`config.mk`:
```
export PLATFORM = sky130hd
export DESIGN_NAME = usb_tx_sched
export DESIGN_NICKNAME = d
export VERILOG_FILES = /design/src/rtl/usb_tx_sched.sv
export SDC_FILE = /design/constraint.sdc
export NUM_CORES = 1
export LEC_CHECK = 0
export CORE_MARGIN = 4
export CORE_UTILIZATION = 41
export CTS_BUF_LIST = sky130_fd_sc_hd__clkbuf_2 sky130_fd_sc_hd__clkbuf_4 sky130_fd_sc_hd__clkbuf_8
export DETAILED_ROUTE_END_ITERATION = 10
export PLACE_DENSITY_LB_ADDON = 0.15
export SLEW_MARGIN = 15
export SYNTH_ARGS = -nofsm -noshare
export SYNTH_HDL_FRONTEND = slang
export SYNTH_SLANG_ARGS = --single-unit
export TNS_END_PERCENT = 100
```
`constraint.sdc`:
```
create_clock -name clk -period 3.9 [get_ports clk]
set_input_delay 0.585 -clock clk [delete_from_list [all_inputs] [get_ports clk]]
set_output_delay 0.585 -clock clk [all_outputs]
set_load 0.05 [all_outputs]
```
`src/rtl/usb_tx_sched.sv`:
```
// USB transmit scheduler: arbitrates handshake and data packet requests (handshake
// has strict priority), issues one packet command, tracks the transmitter, then holds a gap.
module usb_tx_sched #(
    parameter int START_TIMEOUT = 64,
    parameter int IPG_CYCLES    = 16,
    parameter int MIN_OCC       = 1
) (
    input  logic       clk,
    input  logic       rst,
    input  logic       hs_req,
    input  logic [1:0] hs_pid,
    input  logic       data_req,
    input  logic       data_pid,
    input  logic [6:0] buffer_occupancy,
    input  logic       tx_transfer_active,
    input  logic       tx_error,
    output logic [2:0] tx_packet,
    output logic       hs_gnt,
    output logic       data_gnt,
    output logic       hs_done,
    output logic       data_done,
    output logic       sched_error,
    output logic       busy
);

    localparam logic [2:0] ST_IDLE       = 3'd0;
    localparam logic [2:0] ST_ISSUE      = 3'd1;
    localparam logic [2:0] ST_WAIT_START = 3'd2;
    localparam logic [2:0] ST_ACTIVE     = 3'd3;
    localparam logic [2:0] ST_GAP        = 3'd4;

    localparam logic [15:0] START_LAST = 16'(START_TIMEOUT - 1);
    localparam logic [15:0] GAP_LAST   = 16'(IPG_CYCLES - 1);
    localparam logic [6:0]  OCC_MIN    = 7'(MIN_OCC);

    logic [2:0]  state_q, state_d;
    logic [15:0] timer_q, timer_d;
    logic [2:0]  code_q, code_d;
    logic        owner_hs_q, owner_hs_d;
    logic        fail_q, fail_d;
    logic [2:0]  tx_packet_q, tx_packet_d;
    logic        hs_gnt_q, hs_gnt_d;
    logic        data_gnt_q, data_gnt_d;
    logic        hs_done_q, hs_done_d;
    logic        data_done_q, data_done_d;
    logic        sched_error_q, sched_error_d;
    logic        busy_q, busy_d;

    always_comb begin
        state_d       = state_q;
        timer_d       = (timer_q == 16'hFFFF) ? timer_q : timer_q + 16'd1;
        code_d        = code_q;
        owner_hs_d    = owner_hs_q;
        fail_d        = fail_q;
        tx_packet_d   = 3'd0;
        hs_gnt_d      = 1'b0;
        data_gnt_d    = 1'b0;
        hs_done_d     = 1'b0;
        data_done_d   = 1'b0;
        sched_error_d = 1'b0;
        case (state_q)
            ST_IDLE: begin
                if (hs_req) begin
                    hs_gnt_d   = 1'b1;
                    owner_hs_d = 1'b1;
                    fail_d     = 1'b0;
                    // Code 0 marks the reserved PID so ISSUE can reject it.
                    case (hs_pid)
                        2'b00:   code_d = 3'd3;
                        2'b01:   code_d = 3'd4;
                        2'b10:   code_d = 3'd5;
                        default: code_d = 3'd0;
                    endcase
                    state_d = ST_ISSUE;
                end else if (data_req && (buffer_occupancy >= OCC_MIN)) begin
                    data_gnt_d = 1'b1;
                    owner_hs_d = 1'b0;
                    fail_d     = 1'b0;
                    code_d     = data_pid ? 3'd2 : 3'd1;
                    state_d    = ST_ISSUE;
                end
            end
            ST_ISSUE: begin
                if (code_q == 3'd0) begin
                    sched_error_d = 1'b1;
                    state_d       = ST_GAP;
                end else begin
                    tx_packet_d = code_q;
                    state_d     = ST_WAIT_START;
                end
            end
            ST_WAIT_START: begin
                if (tx_transfer_active) begin
                    state_d = ST_ACTIVE;
                end else if (timer_q >= START_LAST) begin
                    sched_error_d = 1'b1;
                    state_d       = ST_GAP;
                end
            end
            ST_ACTIVE: begin
                if (tx_error) fail_d = 1'b1;
                if (!tx_transfer_active) begin
                    if (fail_q || tx_error) sched_error_d = 1'b1;
                    else if (owner_hs_q)    hs_done_d     = 1'b1;
                    else                    data_done_d   = 1'b1;
                    state_d = ST_GAP;
                end
            end
            ST_GAP: begin
                if (timer_q >= GAP_LAST) state_d = ST_IDLE;
            end
            default: state_d = ST_IDLE;
        endcase
        if (state_d != state_q) timer_d = 16'd0;
        busy_d = (state_d != ST_IDLE);
    end

    always_ff @(posedge clk or posedge rst) begin
        if (rst) begin
            state_q       <= ST_IDLE;
            timer_q       <= 16'd0;
            code_q        <= 3'd0;
            owner_hs_q    <= 1'b0;
            fail_q        <= 1'b0;
            tx_packet_q   <= 3'd0;
            hs_gnt_q      <= 1'b0;
            data_gnt_q    <= 1'b0;
            hs_done_q     <= 1'b0;
            data_done_q   <= 1'b0;
            sched_error_q <= 1'b0;
            busy_q        <= 1'b0;
        end else begin
            state_q       <= state_d;
            timer_q       <= timer_d;
            code_q        <= code_d;
            owner_hs_q    <= owner_hs_d;
            fail_q        <= fail_d;
            tx_packet_q   <= tx_packet_d;
            hs_gnt_q      <= hs_gnt_d;
            data_gnt_q    <= data_gnt_d;
            hs_done_q     <= hs_done_d;
            data_done_q   <= data_done_d;
            sched_error_q <= sched_error_d;
            busy_q        <= busy_d;
        end
    end

    assign tx_packet   = tx_packet_q;
    assign hs_gnt      = hs_gnt_q;
    assign data_gnt    = data_gnt_q;
    assign hs_done     = hs_done_q;
    assign data_done   = data_done_q;
    assign sched_error = sched_error_q;
    assign busy        = busy_q;

endmodule
```
==> results <==
- The max-cap violation count is 0.
- TritonCTS built the clock tree.
- For this block, the initial DRC count from the detailed router was 47.
- The cell sitting at the root of the clock tree is a clkbuf_8.
- The netlist uses 43 different library cells.
- The H-tree was split into 2 levels.
- At the worst endpoint, the required time is 4.06 ns.
- The total global routing overflow is 0.
- Setup repair after global routing left no endpoint under its margin.
- After detailed placement, the design holds a cell count of 244.
- The number of gates given a new drive strength after cts is 0.
- The HPWL reported at the end of detailed placement is 2700 microns.
- Sorting the synthesized cells by area gives the leading types as dfrtp_1 47%, nor2_1 4.1%, a21oi_1 3.7%.
- The number of antenna violations at the first check in global routing is 0.
- The first global-routing pass estimated 6389 microns of wire.
- The number of ports placed on the die boundary is 25.
- The signal on the critical path passes through clkdlybuf4s50_1 > nor4_4 > a211oi_4 > nand2b_1 > or4b_1.
- The height of the die is 73.27 microns.
- The longest individual stage delay on the worst path is 0.56 ns.
- The global router's overall resource usage is 0.1567.
- The number of antenna repair diodes is 0.
- The global-route track usage on met2 is 0.2691.
- The number of hold buffers added after CTS is 0.
- In the final routed layout, each cell accounts on average for 14.39 microns.
- After clock tree synthesis, the clock-pin slew on the worst setup and hold paths is 0.07 ns.
- The count of endpoints failing hold in the final timing report is 0.
- The worst-margin pin slew is 0.5155 ns.
- The synthesized area per cell is 9.924 sq um.
- The total of flip-flops plus latches after synthesis is 33.
- The number of instances in the synthesized netlist is 176.
- The met3 demand-to-capacity share in global routing is 0.04241.
- The design draws 1.200 mW.
- The classification of the worst setup path is input pin to flip-flop.
- After detailed routing, the number of vias per cell comes to 5.440.
- For met1 alone, demand over resource in global routing was 0.1811.
- The synthesis warning total is 0.
- Data on the critical path arrives at its endpoint at 2.36 ns.
- The clock latency reported for the late side of the worst-skew pair is 0.28 ns.
- The clock period could shrink to 2.197 ns.
- The fraction of registers with async set or reset after synthesis is 1.000.
- met2 is the most crowded layer.
- Of all cell types, the one taking the most synthesized area is dfrtp_1.
- The most common flop cell mapped by yosys is dfrtp_1.
- The maximum clock skew at final layout is 0.005987 ns.
- VDD sags by at most 276.5 uV.
- The initialized floorplan defines 23 standard-cell rows.
- The share of Yosys cell area claimed by the top area cell type is 0.4728.
- The final routed wirelength across all metal layers is 3627 microns.
- Sorting the synthesized cells by how often they occur yields 33 x dfrtp_1, 19 x nor2_1, 15 x nand2_1.
- The worst setup path is launched from an input pin.
- The number of flops mapped to enable cells by yosys is 0.
- The cell area after technology mapping is 0.001747 sq mm.
- The net count of the finished layout is 220.
- The worst slew margin relative to its limit is 0.6553.
- For this run, the register share of the synthesized area comes to 0.4728.
- After the flow finishes, the layout carries non-filler instances totaling 252.
- The final clock period utilization by the worst path is 0.5635.
- The leakage power of the design is 0.9041 nW.
- Clock tree synthesis inserted a total of 5 buffers.
- The via count is 1371.
- The floorplan step defined a die boundary enclosing 0.005368 sq mm.
- The placer congestion estimate is 0.7829.
- The area growth from synthesis to layout is 20.20%.
- The post-CTS setup buffer count is 0.
- The via count of the first global-routing pass is 1386.
- The fraction of layout instances using a drive strength above 1 is 0.08416.
- The iteration count of the initial detailed-routing pass is 4.
- The power density over the cells is 571.3 mW/mm^2.
- The count of unresolved DRC violations after routing is 0.
- The most instantiated library cell after synthesis is dfrtp_1.
- The worst setup path is captured at a flip-flop.
- The total negative slack for setup checks is 0 ns.
- The region available for standard cell placement spans 0.004058 sq mm.
- The maximum number of pins on one net before global-route repair is 34.
- CTS saw 33 sinks.
- Setup violations remaining at the end of the flow were counted as 0.
- The type of the tightest min-delay check is flip-flop to flip-flop.
- The initial utilization of the core area, before any placement, comes to 0.4305.
- The die span in x is 73.27 microns.
- The net count after synthesis is 195.
- The final antenna-violating net count is 0.
- Along the worst path, the maximum fanout reaches 6.
- The deepest clock path buffer count is 2.
- The run finished with clean final reports.
- The number of pins with negative max-slew slack in the final report is 0.
- The maximum operating frequency is 455.1 MHz.
- Input and output buffers added on the ports amount to 24.
- The slowest stage of the critical path belongs to the cell clkdlybuf4s50_1.
==> cell usage in the layout (no fill, tap or decap), types with 7 or more instances in the layout <==
cell type,count
nor3_1,7
dfrtp_1,33
clkdlybuf4s50_1,24
nand2_1,15
nor2_1,19
xnor2_1,7
a21oi_1,13
and3_1,7
nand3_1,8
==> flip-flops by register name (all words and copies together), names as in the netlist, 3 cells and up <==
register,flops
timer_q,16
code_q,3
state_q,3
tx_packet,3
==> cell families after synthesis <==
family / count (synthesis) / synth area share
XOR/XNOR: 7 / 0.03510
multiplexers: 4 / 0.02364
AO/OA/AOI/OAI: 28 / 0.1139
adder cells (fa/ha/maj): 3 / 0.02149
AND/OR/NAND/NOR: 89 / 0.2973
buffers and inverters: 12 / 0.03582
flip-flops: 33 / 0.4728
==> where the power goes <==
group	internal, mW	switching [mW]	leakage (nW)
sequential	0.418	0.0677	0.439
combinational	0.182	0.275	0.416
clock	0.131	0.126	0.0484
total	0.731	0.469	0.904
==> through the flow <==
step / instance area (sq um) / setup WS [ns] / util / hold WS (ns)
final: 2100 / 1.703 / 0.5174 / 0.4562
after global routing: 2100 / 1.634 / 0.5174 / 0.4957
after CTS: 2100 / 1.713 / 0.5174 / 0.4605
after detailed placement: 2013 / 1.406 / 0.4961 / 0.4546
after global placement: 2013 / 1.446 / 0.4961 / 0.4317
after floorplan: 1747 / 1.930 / - / 0.4140
==> critical path, delay by kind of cell <==
kind | cells | cell delay [ns]
simple gates | 3 | 1.08
buf+inv | 1 | 0.56
compound gates | 1 | 0.13
==> final timing paths <==
kind / startpoint / endpoint / slack, ns / cells past startpoint
worst min register to register: owner_hs_q / data_done / 0.46 / 1
min in group asynchronous: rst / tx_packet[1] / 0.68 / 3
worst max-delay path: hs_req / busy / 1.70 / 5
worst max register to register: timer_q[0] / timer_q[11] / 1.87 / 6
worst min-delay path: owner_hs_q / data_done / 0.46 / 1
max in group asynchronous: rst / timer_q[11] / 2.92 / 3
==> area by class of cell <==
| cell class | count | area [sq um] |
|---|---|---|
| fill | 367 | 1958 |
| inverter | 5 | 18.77 |
| clock inverter | 2 | 10.01 |
| tap | 50 | 62.56 |
| sequential | 33 | 825.8 |
| clock buffer | 6 | 76.32 |
| multi-input combinational | 131 | 858.3 |
| timing repair buffer | 25 | 247.7 |
==> layer usage <==
metal,wire length [microns],vias to the layer above,part of all wire
met3,160,7,0.044
met2,1801,36,0.50
met1,1594,653,0.44
li1,-,675,-
met5,0,-,0
met4,70,0,0.019
(Power assumes the default switching activity.)
